## src/rtl/sound_arbiter_pkg.sv

```systemverilog
// sound_arbiter shared types: state/grant encodings, jingle tables
// and the tone code width.
package sound_arbiter_pkg;

  localparam int TONE_W = 4;
  localparam int IDX_W  = 2;

  typedef logic [TONE_W-1:0] tone_t;

  typedef enum logic [2:0] {
    ST_IDLE = 3'd0,
    ST_SONG = 3'd1,
    ST_TIE  = 3'd2,
    ST_WIN  = 3'd3,
    ST_GAP  = 3'd4
  } state_e;

  typedef enum logic [1:0] {
    GR_NONE = 2'd0,
    GR_SONG = 2'd1,
    GR_TIE  = 2'd2,
    GR_WIN  = 2'd3
  } grant_e;

  localparam int TIE_LEN = 2;
  localparam int WIN_LEN = 4;

  // Note tables, entry 0 in the low nibble.
  localparam logic [4*TONE_W-1:0] TIE_ROM =
    {4'd0, 4'd0, 4'd0, 4'd12};
  localparam logic [4*TONE_W-1:0] WIN_ROM =
    {4'd3, 4'd4, 4'd5, 4'd6};

  function automatic tone_t rom_tone(
    input logic [4*TONE_W-1:0] rom,
    input logic [IDX_W-1:0]    idx
  );
    return rom[{idx, 2'b00} +: TONE_W];
  endfunction

endpackage

```

## src/rtl/sound_arbiter_if.sv

```systemverilog
// sound_arbiter request/response bundle: round logic pulses,
// song reader link and the sound output.
interface sound_arbiter_if;
  import sound_arbiter_pkg::*;

  logic       slowen;
  logic       win_req;
  logic       tie_req;
  logic       song_en;
  tone_t      song_tone;
  logic       song_adv;
  logic       sound;
  logic [1:0] grant;
  logic       busy;

  modport master (
    output slowen, win_req, tie_req,
    output song_en, song_tone,
    input  song_adv, sound, grant, busy
  );

  modport slave (
    input  slowen, win_req, tie_req,
    input  song_en, song_tone,
    output song_adv, sound, grant, busy
  );

endinterface

```

## src/rtl/sound_arbiter_tone_gen.sv

```systemverilog
// Square-wave generator: half-period = tone * HALF_UNIT clks,
// tone 0 is a rest.
module sound_arbiter_tone_gen
  import sound_arbiter_pkg::*;
#(
  parameter int HALF_UNIT = 4
) (
  input  logic  clk,
  input  logic  rst,
  input  tone_t tone,
  output logic  sound
);

  localparam int CNT_W = $clog2(15 * HALF_UNIT + 1);
  localparam logic [CNT_W-1:0] C_ONE = CNT_W'(1);

  logic [CNT_W-1:0] cnt;
  logic [CNT_W-1:0] lim;
  tone_t            tone_q;
  logic             snd_q;

  assign lim = CNT_W'(tone * HALF_UNIT);

  // A code change restarts the half-period but keeps the level.
  always_ff @(posedge clk or posedge rst) begin
    if (rst) begin
      cnt    <= '0;
      snd_q  <= 1'b0;
      tone_q <= '0;
    end else begin
      tone_q <= tone;
      if (tone == '0) begin
        cnt   <= '0;
        snd_q <= 1'b0;
      end else if (tone != tone_q) begin
        cnt <= C_ONE;
      end else if (cnt == lim) begin
        cnt   <= C_ONE;
        snd_q <= ~snd_q;
      end else begin
        cnt <= cnt + C_ONE;
      end
    end
  end

  assign sound = snd_q & (tone != '0);

endmodule

```

## src/rtl/sound_arbiter.sv

```systemverilog
// Speaker owner arbitration: song < tie buzzer < win jingle,
// jingle sequencing, post-jingle gap and tone generation.
module sound_arbiter
  import sound_arbiter_pkg::*;
#(
  parameter int HALF_UNIT  = 4,
  parameter int NOTE_TICKS = 64,
  parameter int GAP_TICKS  = 16
) (
  input logic clk,
  input logic rst,
  sound_arbiter_if.slave bus
);

  localparam int TICK_MAX =
    (NOTE_TICKS > GAP_TICKS) ? NOTE_TICKS : GAP_TICKS;
  localparam int TW = $clog2(TICK_MAX + 1);

  localparam logic [TW-1:0] T_ONE     = TW'(1);
  localparam logic [TW-1:0] NOTE_LAST = TW'(NOTE_TICKS - 1);
  localparam logic [TW-1:0] GAP_LAST  = TW'(GAP_TICKS - 1);

  localparam logic [IDX_W-1:0] I_ONE   = IDX_W'(1);
  localparam logic [IDX_W-1:0] TIE_END = IDX_W'(TIE_LEN - 1);
  localparam logic [IDX_W-1:0] WIN_END = IDX_W'(WIN_LEN - 1);

  state_e           state, state_n;
  logic [TW-1:0]    tick_cnt, tick_cnt_n, tick_inc;
  logic [IDX_W-1:0] note_idx, note_idx_n;
  logic             pend_win, pend_win_n;
  logic             pend_tie, pend_tie_n;
  logic             adv_q, adv_n;
  logic             note_end, gap_end;
  tone_t            tone;
  grant_e           grant;
  logic             busy;

  always_ff @(posedge clk or posedge rst) begin
    if (rst) begin
      state    <= ST_IDLE;
      tick_cnt <= '0;
      note_idx <= '0;
      pend_win <= 1'b0;
      pend_tie <= 1'b0;
      adv_q    <= 1'b0;
    end else begin
      state    <= state_n;
      tick_cnt <= tick_cnt_n;
      note_idx <= note_idx_n;
      pend_win <= pend_win_n;
      pend_tie <= pend_tie_n;
      adv_q    <= adv_n;
    end
  end

  always_comb begin
    state_n    = state;
    tick_cnt_n = tick_cnt;
    note_idx_n = note_idx;
    pend_win_n = pend_win | bus.win_req;
    pend_tie_n = pend_tie | (bus.tie_req & ~bus.win_req);
    adv_n      = 1'b0;
    tone       = '0;
    tick_inc   = bus.slowen ? tick_cnt + T_ONE : tick_cnt;
    note_end   = bus.slowen && (tick_cnt == NOTE_LAST);
    gap_end    = bus.slowen && (tick_cnt == GAP_LAST);

    unique case (state)
      ST_IDLE: begin
        if (pend_win)         state_n = ST_WIN;
        else if (pend_tie)    state_n = ST_TIE;
        else if (bus.song_en) state_n = ST_SONG;
      end
      ST_SONG: begin
        tone = bus.song_tone;
        if (pend_win)          state_n = ST_WIN;
        else if (pend_tie)     state_n = ST_TIE;
        else if (!bus.song_en) state_n = ST_IDLE;
        else if (note_end) begin
          // A request landing on the boundary keeps the song position.
          tick_cnt_n = '0;
          adv_n      = ~(bus.win_req | bus.tie_req);
        end else begin
          tick_cnt_n = tick_inc;
        end
      end
      ST_TIE: begin
        tone       = rom_tone(TIE_ROM, note_idx);
        pend_tie_n = 1'b0;
        if (pend_win) begin
          state_n = ST_WIN;
        end else if (note_end) begin
          tick_cnt_n = '0;
          if (note_idx == TIE_END) state_n = ST_GAP;
          else note_idx_n = note_idx + I_ONE;
        end else begin
          tick_cnt_n = tick_inc;
        end
      end
      ST_WIN: begin
        tone       = rom_tone(WIN_ROM, note_idx);
        pend_win_n = 1'b0;
        pend_tie_n = 1'b0;
        if (note_end) begin
          tick_cnt_n = '0;
          if (note_idx == WIN_END) state_n = ST_GAP;
          else note_idx_n = note_idx + I_ONE;
        end else begin
          tick_cnt_n = tick_inc;
        end
      end
      ST_GAP: begin
        if (pend_win)      state_n = ST_WIN;
        else if (pend_tie) state_n = ST_TIE;
        else if (gap_end)
          state_n = bus.song_en ? ST_SONG : ST_IDLE;
        else tick_cnt_n = tick_inc;
      end
      default: state_n = ST_IDLE;
    endcase

    // Every owner change starts from a clean note.
    if (state_n != state) begin
      tick_cnt_n = '0;
      note_idx_n = '0;
      if (state_n == ST_WIN) begin
        pend_win_n = 1'b0;
        pend_tie_n = 1'b0;
      end
      if (state_n == ST_TIE) pend_tie_n = 1'b0;
    end
  end

  always_comb begin
    grant = GR_NONE;
    busy  = 1'b0;
    unique case (1'b1)
      state == ST_SONG: grant = GR_SONG;
      state == ST_TIE: begin
        grant = GR_TIE;
        busy  = 1'b1;
      end
      state == ST_WIN: begin
        grant = GR_WIN;
        busy  = 1'b1;
      end
      state == ST_GAP: busy = 1'b1;
      default: grant = GR_NONE;
    endcase
  end

  sound_arbiter_tone_gen #(
    .HALF_UNIT(HALF_UNIT)
  ) u_tone_gen (
    .clk  (clk),
    .rst  (rst),
    .tone (tone),
    .sound(bus.sound)
  );

  assign bus.song_adv = adv_q;
  assign bus.grant    = grant;
  assign bus.busy     = busy;

endmodule

```

## src/flat_wrapper.sv

```systemverilog
// flat-port wrapper written by rule: the top's interface ports become plain ports
module sound_arbiter_flat import sound_arbiter_pkg::*;
#(
  parameter int HALF_UNIT  = 4,
  parameter int NOTE_TICKS = 64,
  parameter int GAP_TICKS  = 16
)
  (clk, rst, bus_slowen, bus_win_req, bus_tie_req, bus_song_en, bus_song_tone, bus_song_adv, bus_sound, bus_grant, bus_busy);
  sound_arbiter_if bus_i ();
  input logic clk;
  input logic rst;
  input wire logic [$bits(bus_i.slowen)-1:0] bus_slowen;
  input wire logic [$bits(bus_i.win_req)-1:0] bus_win_req;
  input wire logic [$bits(bus_i.tie_req)-1:0] bus_tie_req;
  input wire logic [$bits(bus_i.song_en)-1:0] bus_song_en;
  input wire logic [$bits(bus_i.song_tone)-1:0] bus_song_tone;
  output wire logic [$bits(bus_i.song_adv)-1:0] bus_song_adv;
  output wire logic [$bits(bus_i.sound)-1:0] bus_sound;
  output wire logic [$bits(bus_i.grant)-1:0] bus_grant;
  output wire logic [$bits(bus_i.busy)-1:0] bus_busy;
  assign bus_i.slowen = bus_slowen;
  assign bus_i.win_req = bus_win_req;
  assign bus_i.tie_req = bus_tie_req;
  assign bus_i.song_en = bus_song_en;
  assign bus_i.song_tone = bus_song_tone;
  assign bus_song_adv = bus_i.song_adv;
  assign bus_sound = bus_i.sound;
  assign bus_grant = bus_i.grant;
  assign bus_busy = bus_i.busy;
  sound_arbiter #(.HALF_UNIT(HALF_UNIT), .NOTE_TICKS(NOTE_TICKS), .GAP_TICKS(GAP_TICKS)) u_core (.clk(clk), .rst(rst), .bus(bus_i));
endmodule
```

## config.mk

```make
export PLATFORM = sky130hd
export DESIGN_NAME = sound_arbiter_flat
export DESIGN_NICKNAME = d
export VERILOG_FILES = /design/src/rtl/sound_arbiter_pkg.sv /design/src/rtl/sound_arbiter_if.sv /design/src/rtl/sound_arbiter_tone_gen.sv /design/src/rtl/sound_arbiter.sv /design/src/flat_wrapper.sv
export SDC_FILE = /design/constraint.sdc
export NUM_CORES = 1
export LEC_CHECK = 0
export ABC_AREA = 1
export CORE_UTILIZATION = 40
export DETAILED_ROUTE_END_ITERATION = 8
export GPL_TIMING_DRIVEN = 0
export PLACE_DENSITY_LB_ADDON = 0.05
export SYNTH_ARGS = -nofsm -noshare
export SYNTH_HDL_FRONTEND = slang
export SYNTH_SLANG_ARGS = --single-unit
```

## constraint.sdc

```tcl
create_clock -name clk -period 6 [get_ports clk]
set_input_delay 1.8 -clock clk [delete_from_list [all_inputs] [get_ports clk]]
set_output_delay 1.8 -clock clk [all_outputs]
set_load 0.1 [all_outputs]
```

==> results.sh, run 1 <==
export IMPL_status="finished, violations left"
export IMPL_violations="design-rule violations"
export IMPL_fmax_ghz=0.172
export IMPL_placed_area_um2=2080
export IMPL_cts_hold_buffers=0
export IMPL_min_period_ns=5.81
export IMPL_synth_seq_cells=26
export IMPL_postLayoutCoreUtil=0.484
export IMPL_dp_slack_ns=0.161
export IMPL_fin_cells=321
export IMPL_dpl_hpwl_um=3180
export IMPL_antenna_found_initial=0
export IMPL_worst_slack_ns=0.188
export IMPL_crit_fanout=5
export IMPL_layout_commonest_cell="nand2_1"
export IMPL_setup_tns_ns=0
export IMPL_syn_inst=252
export IMPL_drc_errors=2
export IMPL_ant_nets=0
export IMPL_synth_cell_types=35
export IMPL_worstPathRequired_ns=4.20
export IMPL_h_tree_depth=1
export IMPL_worstPathArrival_ns=4.01
export IMPL_ios=15
export IMPL_synth_avg_cell_area_um2=7.47
export IMPL_grt_start_max_net_pins=27
export IMPL_vias_per_cell=5.04
export IMPL_dr_first_iter_drc_count=79
export IMPL_post_cts_buffers=0
export IMPL_dieArea_um2=4990
export IMPL_syn_nets=267
export IMPL_power_mw=1.15
export IMPL_cts_sinks=26
export IMPL_max_slew_margin_rel=0.328
export IMPL_async_flop_share=1.00
export IMPL_syn_area_um2=1880
export IMPL_post_route_period_util=0.969
export IMPL_globalRouteOverflowTotal=0
export IMPL_grt_use_total=0.184
export IMPL_cts_tree="yes"
export IMPL_grt_pass1_wl_um=7220
export IMPL_drive_above_1_share=0.134
export IMPL_timing_reg2reg_setup_slack_ns=3.86
export IMPL_final_cell_mix="55 x nand2_1, 39 x inv_1, 26 x dfrtp_1"
export IMPL_synth_ff_type="dfrtp_1"
export IMPL_hold_class="flip-flop to flip-flop"
export IMPL_rows=24
export IMPL_design_area_um2=2150
export IMPL_grt_pass1_vias=1560
export IMPL_cts_buffer_depth=2
export IMPL_path_class="primary input to primary output"
export IMPL_power_density_nw_per_um2=534
export IMPL_holdWs_ns=0.531
export IMPL_fillers=474
export IMPL_crit_start="bus_song_tone[2]"
export IMPL_ys_seq_area_frac=0.346
export IMPL_vias=1618
export IMPL_cts_buffers=3
export IMPL_synth_top_area_frac=0.346
export IMPL_post_cts_resized=0
export IMPL_p_leak_nw=1.08
export IMPL_irDropWorstVdd_uv=207
export IMPL_hold_viol_final=0
export IMPL_root_buffer="clkbuf_8"
export IMPL_clkTransAtPathRegs_ns=0.10
export IMPL_worst_pin_slew_ns=1.01
export IMPL_start_util=0.424
export IMPL_gp_congestion=0.845
export IMPL_cap_violations=0
export IMPL_clk_latency_ns=0.28
export IMPL_areaGrowthSynthToFinish_pct=14.2
export IMPL_ff_latch_area_um2=651
export IMPL_r2r_start="u_core.state[2]"
export IMPL_layout_nets=285
export IMPL_synthTopCellsByArea="dfrtp_1 35%, nand2_1 11%, inv_1 7.8%, nand4_1 6.0%, nor2_1 4.6%"
export IMPL_core_area_um2=4440
export IMPL_end_kind="primary output"
export IMPL_wire_per_inst_um=12.9
export IMPL_hold_path_startpoint="u_core.u_tone_gen.snd_q"
export IMPL_yosys_warnings=0
export IMPL_rsz0062_at_grt="no"
export IMPL_n_antenna_cell=0
export IMPL_firstDrtPassIters=6
export IMPL_die_w_um=70.6
export IMPL_synth_edf_count=0
export IMPL_die_height_um=70.6
export IMPL_finClkSkew_ns=0.00932
export IMPL_wl_um=4140
export IMPL_multiInputGateArea_um2=1050
export IMPL_setup_viol=0
export IMPL_synth_top_area_cell="dfrtp_1"
export IMPL_finalMaxSlewViolations=0
export IMPL_cp_start_kind="primary input"
export IMPL_port_buffers=13
export IMPL_dpl_cell_count=317
==> critical path, cell delays in order <==
cell             delay, ns
clkdlybuf4s50_1       0.48
a21oi_2               0.08
nand2_1               0.15
nor2_1                0.07
nand3_2               0.12
inv_1                 0.10
nor2_1                0.09
clkdlybuf4s50_1       1.13
==> cells by family after synthesis <==
group	Yosys count	synth area share
XOR/XNOR	13	0.0605
AO/OA/AOI/OAI	25	0.0844
adder cells (fa/ha/maj)	5	0.0332
AND/OR/NAND/NOR	135	0.373
buffers and inverters	47	0.0983
flip-flops	26	0.346
multiplexers	1	0.00532
==> state kept, by name (all words and copies together), names as in the netlist <==
register	count
u_core.state	3
u_core.u_tone_gen.snd_q	1
u_core.pend_win	1
u_core.u_tone_gen.tone_q	4
u_core.note_idx	2
u_core.u_tone_gen.cnt	6
u_core.bus.song_adv	1
u_core.tick_cnt	7
u_core.pend_tie	1
==> area by class of cell <==
cell class / instances / share of cell area
multi-input cells: 179 / 0.487
flip-flops and latches: 26 / 0.303
clock inverters: 1 / 0.0140
plain buffers: 3 / 0.00931
inverters: 44 / 0.0768
repair buffers: 13 / 0.0605
clock buffers: 3 / 0.0192
well taps: 52 / 0.0303
==> Yosys cell counts, types with 2 or more instances <==
| library cell | n |
|---|---|
| nand3_2 | 3 |
| nand2_2 | 4 |
| inv_2 | 5 |
| nand4_1 | 18 |
| inv_1 | 39 |
| nand2_1 | 55 |
| ha_1 | 5 |
| dfrtp_1 | 26 |
| o211ai_1 | 2 |
| nand3_1 | 14 |
| xor2_1 | 8 |
| xnor2_1 | 5 |
| o21ai_0 | 11 |
| buf_4 | 2 |
| a21oi_1 | 4 |
| o21ai_1 | 2 |
| nor3_1 | 3 |
| nor2_2 | 4 |
| nor2_1 | 23 |
| nor3_2 | 4 |
==> power by group <==
| part | switching (mW) | total, mW | internal, mW |
|---|---|---|---|
| registers | 0.0416 | 0.258 | 0.217 |
| clock network | 0.0582 | 0.148 | 0.0893 |
| logic | 0.532 | 0.743 | 0.210 |
==> per-layer routing <==
metal	vias to the layer above	GRT usage	share of wire
met5	-	0	0
met4	0	0.0267	0.0039
met3	2	0.0342	0.040
met2	23	0.292	0.44
met1	746	0.268	0.52
li1	847	-	-
==> worst paths after layout <==
kind / to / cells past startpoint
min reg2reg: u_core.u_tone_gen.snd_q / 2
max reg2reg: u_core.u_tone_gen.cnt[0] / 9
min: u_core.u_tone_gen.snd_q / 2
min in group asynchronous: u_core.tick_cnt[1] / 2
max in group asynchronous: u_core.u_tone_gen.tone_q[3] / 2
max: bus_sound / 8
(Power assumes the default switching activity.)
==> run 2: changes to the inputs <==
ABC_CLOCK_PERIOD_IN_PS = 6000   (was unset)
==> results of run 2 <==
Final layout, timing and power as in run 1 (identical DEF).
==> run 3: changes to the inputs <==
CORE_ASPECT_RATIO = 2   (was unset)
==> run 3 against run 2 <==
Die area increased by 0.34%; first-iteration DRC count fell by 56%; largest cell class unchanged; wire length grew 17%; the flow now finishes without violations; setup slack improved by 0.31 ns; maximum frequency grew 5.6%.
==> results.sh, run 3 (synthesis gave the netlist of run 1 again) <==
export IMPL_wire_per_inst_um=15.0
export IMPL_end_kind="primary output"
export IMPL_drc_errors=0
export IMPL_min_period_ns=5.51
export IMPL_cts_hold_buffers=0
export IMPL_dieArea_um2=5000
export IMPL_layout_nets=285
export IMPL_dpl_hpwl_um=3910
export IMPL_clkTransAtPathRegs_ns=0.10
export IMPL_largest_reg_flops=7
export IMPL_design_area_um2=2160
export IMPL_cap_violations=0
export IMPL_setup_tns_ns=0
export IMPL_areaGrowthSynthToFinish_pct=14.5
export IMPL_rows=35
export IMPL_rsz0062_at_grt="no"
export IMPL_worstPathArrival_ns=3.71
export IMPL_irDropWorstVdd_uv=283
export IMPL_crit_start="bus_song_tone[3]"
export IMPL_clk_latency_ns=0.28
export IMPL_port_buffers=13
export IMPL_final_cell_mix="55 x nand2_1, 39 x inv_1, 26 x dfrtp_1"
export IMPL_p_leak_nw=1.10
export IMPL_ant_nets=0
export IMPL_grt_pass1_wl_um=8090
export IMPL_vias=1679
export IMPL_power_density_nw_per_um2=544
export IMPL_h_tree_depth=1
export IMPL_wl_um=4850
export IMPL_grt_start_max_net_pins=27
export IMPL_finClkSkew_ns=0.00220
export IMPL_finalMaxSlewViolations=0
export IMPL_root_buffer="clkbuf_8"
export IMPL_cts_buffer_depth=2
export IMPL_grt_use_total=0.217
export IMPL_layout_commonest_cell="nand2_1"
export IMPL_r2r_start="u_core.state[0]"
export IMPL_post_route_period_util=0.918
export IMPL_die_w_um=50.5
export IMPL_ios=15
export IMPL_cts_tree="yes"
export IMPL_n_antenna_cell=0
export IMPL_post_cts_resized=0
export IMPL_die_height_um=99.0
export IMPL_timing_reg2reg_setup_slack_ns=3.78
export IMPL_hold_path_startpoint="u_core.u_tone_gen.snd_q"
export IMPL_crit_fanout=5
export IMPL_globalRouteOverflowTotal=0
export IMPL_gp_congestion=0.794
export IMPL_path_class="primary input to primary output"
export IMPL_setup_viol=0
export IMPL_fmax_ghz=0.182
export IMPL_vias_per_cell=5.18
export IMPL_worst_pin_slew_ns=1.05
export IMPL_drive_above_1_share=0.134
export IMPL_dr_first_iter_drc_count=35
export IMPL_regMostFlops="u_core.tick_cnt"
export IMPL_hold_class="flip-flop to flip-flop"
export IMPL_cts_sinks=26
export IMPL_max_slew_margin_rel=0.303
export IMPL_status="completed"
export IMPL_cts_buffers=3
export IMPL_worstPathRequired_ns=4.20
export IMPL_grt_pass1_vias=1731
export IMPL_placed_area_um2=2080
export IMPL_antenna_found_initial=0
export IMPL_core_area_um2=4550
export IMPL_post_cts_buffers=0
export IMPL_hold_viol_final=0
export IMPL_largest_registers="u_core.tick_cnt: 7 flops, u_core.u_tone_gen.cnt: 6 flops, u_core.u_tone_gen.tone_q: 4 flops"
export IMPL_start_util=0.413
export IMPL_cp_start_kind="primary input"
export IMPL_firstDrtPassIters=4
-- run 3: per-stage QoR --
stage,power (mW),util,std cells,setup slack (ns),hold slack (ns)
6_report,1.17,0.473,324,0.494,0.520
5_1_grt,1.27,0.473,324,0.350,0.555
4_1_cts,1.19,0.473,324,0.0715,0.533
3_5_place_dp,1.03,0.457,320,0.0824,0.508
3_3_place_gp,1.03,0.457,320,0.102,0.491
2_1_floorplan,0.839,-,252,0.706,0.463
-- run 3: cell type report --
cell class	instances	area [um^2]
buffer	3	20.0
clock buffer	3	41.3
clock inverter	1	30.0
fill	499	2400
inverter	44	165
multi-input combinational	179	1050
sequential	26	651
tap	55	68.8
timing repair buffer	13	133
-- run 3: layer usage --
layer,share of wire,vias up,global-route usage
met3,0.013,11,0.0139
met4,0.030,0,0.0876
li1,-,853,-
met5,0,-,0
met2,0.62,25,0.457
met1,0.34,790,0.196
-- run 3: worst paths after layout --
path / to / cells after the start
max: bus_sound / 8
min: u_core.u_tone_gen.snd_q / 2
max reg2reg: u_core.u_tone_gen.snd_q / 11
min reg2reg: u_core.u_tone_gen.snd_q / 2
max in group asynchronous: u_core.u_tone_gen.snd_q / 2
min in group asynchronous: u_core.u_tone_gen.tone_q[0] / 2
-- run 3: critical path, stage by stage --
cell,delay (ns)
clkdlybuf4s50_1,0.45
nand2_1,0.06
nand2_1,0.18
nor2_1,0.08
nand3_2,0.14
inv_1,0.11
nor2_1,0.12
dlymetal6s2s_1,0.75
-- run 3: report_power, final --
part | leakage [nW] | switching, mW | internal, mW
sequential | 0.344 | 0.0416 | 0.217
clock | 0.0357 | 0.0606 | 0.0894
combinational | 0.716 | 0.554 | 0.210
total | 1.10 | 0.656 | 0.516
